==> src/rtl/rriot_bus_pkg.sv <==
// Shared types and idle-bus constants for the RRIOT two-master bus arbiter.
package rriot_bus_pkg;

    typedef enum logic [1:0] {
        StIdle   = 2'd0,
        StAccess = 2'd1,
        StResp   = 2'd2
    } state_e;

    typedef logic mst_idx_t;

    localparam logic       IDLE_WE_N = 1'b1;
    localparam logic [9:0] IDLE_A    = 10'h000;

endpackage

==> src/rtl/rr_lock_arb2.sv <==
// Two-master round-robin winner select with a bounded lock for read-modify-write runs.
module rr_lock_arb2
    import rriot_bus_pkg::*;
#(
    parameter int unsigned MAX_LOCK = 4
) (
    input  logic       phi2,
    input  logic       rst_n,
    input  logic       i_arb,
    input  logic [1:0] i_req,
    input  logic [1:0] i_lock,
    output mst_idx_t   o_win
);

    localparam int unsigned    LCW      = $clog2(MAX_LOCK + 1);
    localparam logic [LCW-1:0] LOCK_MAX = LCW'(MAX_LOCK);

    if (MAX_LOCK < 1) begin : g_bad_max_lock
        $error("MAX_LOCK must be at least 1");
    end

    mst_idx_t       r_last;
    mst_idx_t       r_own;
    logic           r_own_vld;
    logic [LCW-1:0] r_cnt;

    logic           w_cap;
    logic           w_rule_a;
    mst_idx_t       w_win;
    logic [LCW-1:0] w_cnt_base;

    // A capped owner forfeits one arbitration; the lock then drops entirely.
    assign w_cap      = r_own_vld && (r_cnt == LOCK_MAX);
    assign w_rule_a   = r_own_vld && i_req[r_own] && !w_cap;
    assign w_cnt_base = w_rule_a ? r_cnt : '0;

    always_comb begin
        w_win = r_last;
        if (w_rule_a) begin
            w_win = r_own;
        end else if (i_req[0] && !i_req[1]) begin
            w_win = 1'b0;
        end else if (i_req[1] && !i_req[0]) begin
            w_win = 1'b1;
        end else begin
            w_win = ~r_last;
        end
    end

    always_ff @(posedge phi2 or negedge rst_n) begin
        if (!rst_n) begin
            r_last    <= 1'b1;
            r_own     <= 1'b0;
            r_own_vld <= 1'b0;
            r_cnt     <= '0;
        end else if (i_arb) begin
            r_last <= w_win;
            if (i_lock[w_win]) begin
                r_own_vld <= 1'b1;
                r_own     <= w_win;
                r_cnt     <= w_cnt_base + LCW'(1);
            end else begin
                r_own_vld <= 1'b0;
                r_own     <= 1'b0;
                r_cnt     <= '0;
            end
        end
    end

    assign o_win = w_win;

endmodule

==> src/rtl/rriot_bus_arbiter.sv <==
// Arbitrates CPU and debug masters onto the 6530 bus, sequences the access and returns an ack.
module rriot_bus_arbiter
    import rriot_bus_pkg::*;
#(
    parameter int unsigned ACCESS_CYCLES = 1,
    parameter int unsigned MAX_LOCK      = 4
) (
    input  logic       phi2,
    input  logic       rst_n,
    input  logic       m0_req,
    input  logic       m0_we,
    input  logic [9:0] m0_addr,
    input  logic       m0_rs0,
    input  logic [7:0] m0_wdata,
    input  logic       m0_lock,
    output logic       m0_ack,
    output logic [7:0] m0_rdata,
    input  logic       m1_req,
    input  logic       m1_we,
    input  logic [9:0] m1_addr,
    input  logic       m1_rs0,
    input  logic [7:0] m1_wdata,
    input  logic       m1_lock,
    output logic       m1_ack,
    output logic [7:0] m1_rdata,
    output logic       bus_sel,
    output logic       bus_we_n,
    output logic [9:0] bus_a,
    output logic       bus_rs0,
    output logic [7:0] bus_di,
    input  logic [7:0] bus_do
);

    if (ACCESS_CYCLES < 1 || ACCESS_CYCLES > 15) begin : g_bad_cycles
        $error("ACCESS_CYCLES must be in 1..15");
    end

    localparam logic [3:0] CNT_LOAD = 4'(ACCESS_CYCLES - 1);

    state_e     r_state;
    mst_idx_t   r_win;
    logic       r_we;
    logic [3:0] r_cnt;
    logic       r_ack0;
    logic       r_ack1;
    logic [7:0] r_rdata0;
    logic [7:0] r_rdata1;
    logic       r_bus_sel;
    logic       r_bus_we_n;
    logic [9:0] r_bus_a;
    logic       r_bus_rs0;
    logic [7:0] r_bus_di;

    logic       w_arb;
    mst_idx_t   w_win;
    logic       w_we;
    logic [9:0] w_addr;
    logic       w_rs0;
    logic [7:0] w_wdata;

    assign w_arb = (r_state == StIdle) && (m0_req || m1_req);

    rr_lock_arb2 #(
        .MAX_LOCK (MAX_LOCK)
    ) u_arb (
        .phi2   (phi2),
        .rst_n  (rst_n),
        .i_arb  (w_arb),
        .i_req  ({m1_req, m0_req}),
        .i_lock ({m1_lock, m0_lock}),
        .o_win  (w_win)
    );

    assign w_we    = w_win ? m1_we    : m0_we;
    assign w_addr  = w_win ? m1_addr  : m0_addr;
    assign w_rs0   = w_win ? m1_rs0   : m0_rs0;
    assign w_wdata = w_win ? m1_wdata : m0_wdata;

    // The bus output registers double as the latched address/rs0/wdata fields.
    always_ff @(posedge phi2 or negedge rst_n) begin
        if (!rst_n) begin
            r_state    <= StIdle;
            r_win      <= 1'b0;
            r_we       <= 1'b0;
            r_cnt      <= 4'd0;
            r_ack0     <= 1'b0;
            r_ack1     <= 1'b0;
            r_rdata0   <= 8'h00;
            r_rdata1   <= 8'h00;
            r_bus_sel  <= 1'b0;
            r_bus_we_n <= IDLE_WE_N;
            r_bus_a    <= IDLE_A;
            r_bus_rs0  <= 1'b0;
            r_bus_di   <= 8'h00;
        end else begin
            r_ack0 <= 1'b0;
            r_ack1 <= 1'b0;
            unique case (r_state)
                StIdle: begin
                    if (w_arb) begin
                        r_state    <= StAccess;
                        r_win      <= w_win;
                        r_we       <= w_we;
                        r_cnt      <= CNT_LOAD;
                        r_bus_sel  <= 1'b1;
                        r_bus_we_n <= !w_we;
                        r_bus_a    <= w_addr;
                        r_bus_rs0  <= w_rs0;
                        r_bus_di   <= w_we ? w_wdata : 8'h00;
                    end
                end
                StAccess: begin
                    if (r_cnt == 4'd0) begin
                        r_state    <= StResp;
                        r_bus_sel  <= 1'b0;
                        r_bus_we_n <= IDLE_WE_N;
                        r_bus_a    <= IDLE_A;
                        r_bus_rs0  <= 1'b0;
                        r_bus_di   <= 8'h00;
                        if (r_win) begin
                            r_ack1 <= 1'b1;
                            if (!r_we) r_rdata1 <= bus_do;
                        end else begin
                            r_ack0 <= 1'b1;
                            if (!r_we) r_rdata0 <= bus_do;
                        end
                    end else begin
                        r_cnt <= r_cnt - 4'd1;
                    end
                end
                StResp: begin
                    r_state <= StIdle;
                end
                default: begin
                    r_state <= StIdle;
                end
            endcase
        end
    end

    assign m0_ack   = r_ack0;
    assign m1_ack   = r_ack1;
    assign m0_rdata = r_rdata0;
    assign m1_rdata = r_rdata1;
    assign bus_sel  = r_bus_sel;
    assign bus_we_n = r_bus_we_n;
    assign bus_a    = r_bus_a;
    assign bus_rs0  = r_bus_rs0;
    assign bus_di   = r_bus_di;

endmodule

==> config.mk <==
export PLATFORM = sky130hd
export DESIGN_NAME = rriot_bus_arbiter
export DESIGN_NICKNAME = d
export VERILOG_FILES = /design/src/rtl/rriot_bus_pkg.sv /design/src/rtl/rr_lock_arb2.sv /design/src/rtl/rriot_bus_arbiter.sv
export SDC_FILE = /design/constraint.sdc
export NUM_CORES = 1
export LEC_CHECK = 0
export CORE_MARGIN = 2
export CORE_UTILIZATION = 40
export DETAILED_ROUTE_END_ITERATION = 6
export GPL_TIMING_DRIVEN = 1
export HOLD_SLACK_MARGIN = 0.03
export PLACE_DENSITY = 0.76
export SKIP_CTS_REPAIR_TIMING = 1
export SLEW_MARGIN = 20
export SYNTH_ARGS = -nofsm -noshare
export SYNTH_HDL_FRONTEND = slang
export SYNTH_HIERARCHICAL = 1
export SYNTH_SLANG_ARGS = --single-unit
==> constraint.sdc <==
create_clock -name phi2 -period 2 [get_ports phi2]
set_input_delay 0.3 -clock phi2 [delete_from_list [all_inputs] [get_ports phi2]]
set_output_delay 0.3 -clock phi2 [all_outputs]
set_load 0.01 [all_outputs]
==> Word level (Yosys, flattened, before mapping) <==
Cells that the tools add are included.
{ "classes": {"eq_ne": 5, "mux": 42, "n_addsub": 2, "bitwise": 3, "reduce_logical": 20, "order_cmp": 2} }
{ "op_table": {"columns": ["operator", "count"], "rows": [
  ["8-bit two-way mux", 4],
  ["10-bit two-way mux", 3],
  ["1-bit two-way mux", 22],
  ["10-bit case mux with 2 select lines", 1],
  ["8-bit case mux with 2 select lines", 1],
  ["4-bit two-way mux", 2],
  ["4-bit case mux with 2 select lines", 1],
  ["4-bit AND reduction", 2],
  ["1-bit logical AND", 6],
  ["3-bit two-way mux", 2],
  ["1-bit case mux with 2 select lines", 3],
  ["3-bit AND reduction", 2],
  ["1-bit zero test", 4],
  ["4-bit zero test", 1],
  ["1-bit by 2-bit less-than comparator with 1-bit output, second input constant", 2],
  ["2-bit two-way mux", 2],
  ["2-bit != test, second input constant", 2],
  ["2-bit case mux with 2 select lines", 1],
  ["2-bit AND reduction", 2],
  ["4-bit by 1-bit subtractor with 4-bit output, second input constant", 1],
  ["3-bit by 1-bit adder with 3-bit output, second input constant", 1],
  ["3-bit == test, second input constant", 1],
  ["1-bit NOT", 3],
  ["2-bit by 1-bit == test with 1-bit output, second input constant", 1],
  ["4 further kinds", 4]
]} }
{ "word_totals": {"regBits": 53, "output_inout_bits": 39} }

==> Longest topological paths before layout <==
Gate-level depths: netlist (run 1).
{ "depth": {"word_depth": 9, "ltp_mapped": 8, "depth_no_buf": 6} }

==> By module <==
The synthesis (run 1) kept the hierarchy.
{ "by_module_without_submodules": {"columns": ["module", "seq_area_each_um2", "area_per_inst_um2", "cells_each", "instances"], "rows": [
  ["rriot_bus_arbiter", 1177.4, 2129.5, 168, 1],
  ["rr_lock_arb2", 151.4, 382.9, 35, 1]
]} }

==> Worst setup path before layout (run 1) <==
Ideal clock, no wire load.
{ "synth_path": {"path_kind": "register -> register", "from": "register u_arb.r_own", "to": "register r_bus_a[6] (netlist: bus_a[6])", "arrival_ns": 1.958, "t_required_ns": 1.875, "path_slack_ns": -0.083, "period_less_slack_ns": 2.083, "n_path_buf": 2, "stages_incl_launch_ff": 9, "setup_ns": 0.125, "cell_sequence": "dfrtp_1 mux2_4 o311a_4 mux2i_4 clkbuf_1 buf_2 mux2i_1 nor2_1 mux2_2"} }
{ "synth_via": {"elab_chain_cells": 8} }
{ "synth_rtl": {"columns": ["element", "line", "rtl"], "rows": [
  ["start, declared", "rr_lock_arb2.sv:23", "mst_idx_t r_own;"],
  ["start signal, assigned", "rr_lock_arb2.sv:60", "r_own <= w_win;"],
  ["1-bit two-way mux (not written as such) (2 in a row)", "rr_lock_arb2.sv:34", "assign w_rule_a = r_own_vld && i_req[r_own] && !w_cap;"],
  ["1-bit logical AND (2 in a row)", "rr_lock_arb2.sv:34", null],
  ["1-bit two-way mux (*)", "rr_lock_arb2.sv:39", "if (w_rule_a) begin"],
  ["named net w_win", "rriot_bus_arbiter.sv:55", "mst_idx_t w_win;"],
  ["10-bit two-way mux (*)", "rriot_bus_arbiter.sv:75", "assign w_addr = w_win ? m1_addr : m0_addr;"],
  ["10-bit two-way mux (*)", "rriot_bus_arbiter.sv:100", "if (w_arb) begin"],
  ["10-bit case mux with 2 select lines (*)", "rriot_bus_arbiter.sv:98", "unique case (r_state)"],
  ["end signal, assigned", "rriot_bus_arbiter.sv:107", "r_bus_a <= w_addr;"],
  ["end, declared", "rriot_bus_arbiter.sv:50", "logic [9:0] r_bus_a;"]
]} }
Mark *: on every way through the listed nets, which the timed path passes. The rest lies on a longest branch. The select of a mux whose other input is x is not followed.
A chain may end at the register's enable or synchronous reset.

==> Final worst setup path (run 1) <==
{ "layout_path": {"from": "register u_arb.r_own", "to": "register r_bus_a[7] (netlist: bus_a[7])"} }
The elaborated chain is that of the path after synthesis.

==> out/metrics.yaml, run 1 <==
critical_path:
  crit_top_cell: "mux2_4"
  r2r-end: "bus_a[7]"
  rrSetupSlack_ns: -0.0009
  critPathBufInv: 2
  crit_family: "multiplexers"
  crit_arrival_ns: 2.20
  path_depth: 8
  timing.rr.start: "u_arb/r_own"
  worstSetupEndpointType: "register"
  critPathSlowestCell: "dfrtp_1"
  endpoint: "bus_a[7]"
  critPathLaunch: "u_arb/r_own"
  cp-start-kind: "register"
  worstPathCellList: "mux2_4 > o311a_4 > mux2i_4 > buf_12 > clkbuf_16 > mux2i_1 > nor2_1 > mux2_4"
  reg2regPathDepth: 8
  slowest_delay_ns: 0.41
  cp_max_fo: 4
  required_ns: 2.20
  worstSetupPathType: "register to register"
power_and_ir_drop:
  ir_drop_mv: 0.727
  power_density_nw_per_um2: 1470
  power.leakage_uw: 0.00179
  total_power_uw: 5810
drt:
  routed_wl_microns: 5740
  drtPass1Iterations: 4
  avgViaCountPerCell: 5.02
  dr_total_vias: 1962
  wl_per_cell_microns: 14.7
  antenna_left: 0
  drt_iter0_drc: 48
  post-route-drc-count: 0
synthesis:
  syn-cell-area_sq_um: 2510
  yosys.area.top_type: "dfrtp_1"
  synth.distinct_cells: 42
  synth_top_cell_area_share_pct: 50.8
  ys_seq_area_share_pct: 52.9
  synth_warnings: 6
  synthTopCellsByArea: "dfrtp_1 (51%), mux2_2 (9.4%), mux2i_1 (8.8%), mux2_4 (5.4%), o22ai_1 (3.0%)"
  synth_cells: 203
  synthFlopType: "dfrtp_1"
  async_reset_ff_share_pct: 100
  syn_avg_cell_area_sq_um: 12.4
  synthesis.nets: 260
  synth-edff-count: 0
  synth-seq-cells: 53
flow_run:
  cap_violations: 0
placed_design:
  dp_cells: 377
  place_ws_ns: -0.352
  io_buffers: 92
  hpwl_microns: 4150
  gp_congestion: 0.821
floorplan:
  initial_utilization_pct: 41.9
  die_w_microns: 83.3
  die_area_sq_um: 6930
  die_h_microns: 83.3
  rows: 28
  core_sq_um: 5990
  io_pins: 93
clock_tree:
  cts_root_buf: "clkbuf_8"
  cts_made_buffers: 5
  cts_sinks: 53
  clk_pin_slew_ns: 0.09
  clkLatencyLatePin_ns: 0.30
  cts_tree: "built"
  clock_path_buffers: 2
  cts_max_level: 2
timing:
  finalCritPeriodShare_pct: 100
  slew_violations: 0
  fmax_mhz: 500
  rsz0062_at_grt: "true"
  final-hold-violation-count: 0
  worst_pin_slew_ns: 0.494
  setup_ws_ns: -0.000918
  setup_viol: 1
  finClkSkew_ns: 0.00496
  maxSlewHeadroom_pct: 66.9
  period_minus_slack_ns: 2.00
global_route:
  grt.met2_usage_pct: 28.1
  overflow: 0
  grt_use_met1_pct: 20.3
  grtUsageTotal_pct: 16.4
  top_usage_layer: "met2"
  first_global_vias: 2057
  antenna_found_initial: 0
  grt_start_max_net_pins: 34
  grt_pass1_wl_microns: 9460
  use_met3_pct: 4.87
layout:
  diodes: 0
  layout_commonest_cell: "clkdlybuf4s50_1"
  drive_gt1_share_pct: 25.6
  stdcell_count: 391
  final_nets: 372
  nFillCells: 467
  area_delta_synth_final_pct: 57.3
  final_cell_mix: "clkdlybuf4s50_1 (89), dfrtp_1 (51), mux2i_1 (20), mux2_4 (19), nor2_1 (15)"
outcome:
  status: "complete, but fails checks"
  violations: "setup timing"
min_path:
  hold_class: "primary input to asynchronous set/reset pin"
registers in the layout, indices dropped and copies added, names as in the netlist, 2 cells and up:
signal / count
bus_a: 10
bus_di: 8
m0_rdata: 8
m1_rdata: 8
r_cnt: 4
r_state: 2
u_arb/r_cnt: 3
worst reg2reg max path: cells and delay by family, from the launching register on:
| family | cells | cell delay, ns |
|---|---|---|
| buffers and inverters | 2 | 0.29 |
| AND/OR/NAND/NOR | 1 | 0.06 |
| flip-flops | 1 | 0.41 |
| AO/OA/AOI/OAI | 1 | 0.21 |
| multiplexers | 4 | 0.92 |
per-stage QoR:
step	cell area (sq um)	utilization, %	hold slack, ns	setup TNS (ns)
detailed placement	3630	60.7	0.286	-7.99
finish	3950	66.0	0.483	-0.000918
global route	3950	66.0	0.524	-1.08
floorplan	2520	-	0.00441	-0.211
global placement	3630	60.7	0.284	-7.33
CTS	3770	62.9	-0.0481	-0.190
power by group:
part,leakage [uW],total [uW],internal [uW],switching [uW]
Combinational,0.00107,3100,1920,1180
Clock,0.0000681,842,497,345
Sequential,0.000657,1870,1560,314
Total,0.00179,5810,3970,1840
cell type report:
type                       instances  area, sq um  area share (%)
clock buffer                       5         68.8            1.74
sequential                        53         1330            33.6
multi-input combinational        124         1170            29.5
timing repair buffer             115         1170            29.6
inverter                          16         60.1            1.52
clock inverter                     3         65.1            1.65
tap                               75         93.8            2.37
kinds of logic (layout without fill, tap and decap cells):
family	count (synthesis)	after routing	synth area share, %
simple gates	37	38	7.67
flops	53	53	52.9
compound gates	27	27	7.67
buf+inv	27	139	4.53
fa+ha+maj	4	4	1.89
xor+xnor	1	1	0.349
mux	54	54	25.0
cells in the mapped netlist, types with 2 or more instances:
cell type  number
dfrtp_1        51
mux2i_1        22
mux2_2         21
inv_1          15
nor2_1         15
o22ai_1        12
mux2_4          9
clkbuf_1        6
buf_2           4
nand2_1         4
o21ai_0         4
and3_1          3
ha_1            3
nand3_1         3
dfstp_2         2
nand2b_1        2
nor3_1          2
layer usage:
layer,routed length (microns),share of wire (%),up-vias
met5,0,0,-
met4,63,1.1,0
met3,319,5.6,8
met2,2820,49,65
met1,2540,44,953
li1,-,-,936
worst min-delay path by stage:
stage / to / start / slack (ns)
after floorplan: bus_a[0] / rst_n / 0.004
after global routing: bus_sel / bus_sel / 0.52
final: u_arb/r_own / rst_n / 0.48
after detailed placement: u_arb/r_cnt[0] / rst_n / 0.29
after CTS: m0_rdata[0] / rst_n / -0.05
after global placement: u_arb/r_cnt[0] / rst_n / 0.28
No activity file was read; power rests on OpenSTA's default activity.
==> run 2, diff against run 1 <==
- PLACE_DENSITY: 0.76 -> 0.88
==> out/metrics.yaml, run 2 (synthesis gave the netlist of run 1 again) <==
clock_tree:
  clkLatencyLatePin_ns: 0.30
  clk_pin_slew_ns: 0.09
  cts_made_buffers: 5
  cts_max_level: 2
  cts_root_buf: "clkbuf_8"
  cts_tree: "built"
  cts_sinks: 53
  clock_path_buffers: 2
power_and_ir_drop:
  seqPwrFrac_pct: 33.5
  power_density_nw_per_um2: 1420
  p_int_uw: 3720
  pwr-share-comb_pct: 56.2
  power.leakage_uw: 0.00179
  pwr-share-clk_pct: 10.3
  ir_drop_mv: 0.737
  power.share.switching_pct: 32.9
  p_switching_uw: 1820
timing:
  worst_pin_slew_ns: 0.521
  setup_viol: 8
  slew_violations: 0
  setup_ws_ns: -0.0318
  maxSlewHeadroom_pct: 65.1
  final-hold-violation-count: 0
  finalCritPeriodShare_pct: 102
  whs_ns: 0.490
  period_minus_slack_ns: 2.03
  fmax_mhz: 492
  setup_tns_ns: -0.191
  finClkSkew_ns: 0.00678
  rsz0062_at_grt: "true"
layout:
  layout_commonest_cell: "clkdlybuf4s50_1"
  multi_input_area_sq_um: 1140
  drive_gt1_share_pct: 25.7
  largest_register_ffs: 10
  diodes: 0
  stdcell_count: 394
  final_cell_mix: "clkdlybuf4s50_1 (89), dfrtp_1 (51), mux2i_1 (22), mux2_4 (19), buf_4 (19)"
  nFillCells: 462
  final_nets: 375
  area_delta_synth_final_pct: 55.3
  fin_area_sq_um: 3900
  seq_area_sq_um: 1330
critical_path:
  required_ns: 2.18
  crit_family: "simple AND/OR/NAND/NOR gates"
  worstPathCellList: "inv_2 > ha_4 > or3b_4 > or4_4 > mux2_4"
  cp-start-kind: "register"
  critPathSlowestCell: "or4_4"
  critPathBufInv: 1
  worstSetupPathType: "register to register"
  crit_arrival_ns: 2.21
  worstSetupEndpointType: "register"
  cp_max_fo: 8
  slowest_delay_ns: 0.55
floorplan:
  die_w_microns: 83.3
  die_area_sq_um: 6930
  rows: 28
  die_h_microns: 83.3
  initial_utilization_pct: 41.9
  io_pins: 93
  core_sq_um: 5990
drt:
  drtPass1Iterations: 4
  routed_wl_microns: 5970
  antenna_left: 0
  wl_per_cell_microns: 15.1
  avgViaCountPerCell: 4.97
  drt_iter0_drc: 55
  dr_total_vias: 1957
  post-route-drc-count: 0
outcome:
  status: "complete, but fails checks"
  violations: "setup timing"
min_path:
  hold_class: "primary input to asynchronous set/reset pin"
placed_design:
  place_ws_ns: -0.435
  dp_cells: 377
  io_buffers: 92
  hpwl_microns: 4260
  gp_congestion: 0.795
  placed_cell_area_sq_um: 3630
global_route:
  overflow: 0
  grtUsageTotal_pct: 16.5
  grt_pass1_wl_microns: 9350
  antenna_found_initial: 0
  grt_start_max_net_pins: 34
  first_global_vias: 2034
flow_run:
  cap_violations: 0
==> run 2: cell count changes in the layout (fill, tap and decap cells not counted) <==
cell       previous run  this run
bufinv_16             2         0
mux2i_2               2         1
clkbuf_1              0         1
buf_8                 1         0
buf_4                14        19
mux2i_4               2         1
clkinv_2              1         2
mux2i_1              20        22
or3_4                 2         1
o22ai_2               0         1
o22ai_1              12        11
==> run 2: path summary, 6_finish.rpt <==
check	startpoint	endpoint	slack (ns)	depth (start not counted)
min in group phi2	bus_sel	bus_sel	0.51	1
min reg2reg	bus_sel	bus_sel	0.51	1
max in group asynchronous	rst_n	bus_we_n	0.90	3
min	rst_n	m1_rdata[0]	0.49	2
max	r_cnt[1]	m0_rdata[1]	-0.03	5
max reg2reg	r_cnt[1]	m0_rdata[1]	-0.03	5
==> run 2: power by group through the flow <==
stage	Combinational [uW]	Sequential, uW	Clock, uW
floorplan	1340	2000	0
global placement	2690	1840	0
detailed placement	2780	1850	0
CTS	2780	1840	599
global route	3330	1910	648
finish	3110	1860	573
==> run 2: per-stage QoR <==
step	power [uW]	utilization [%]
finish	5540	65.1
global route	5890	65.1
CTS	5220	62.0
detailed placement	4630	60.7
global placement	4530	60.7
floorplan	3340	-
==> run 2: cell type report <==
cell class	instances	share of cell area (%)
clock buffer	6	1.86
clock inverter	2	0.256
inverter	16	1.54
multi-input combinational	123	29.3
sequential	53	34.0
tap	75	2.40
timing repair buffer	119	30.6
==> run 2: routing by layer <==
metal	GRT usage, %	share of wire (%)
met5	0	0
met4	3.58	0.57
met3	4.08	4.9
met2	29.3	52
met1	20.2	42
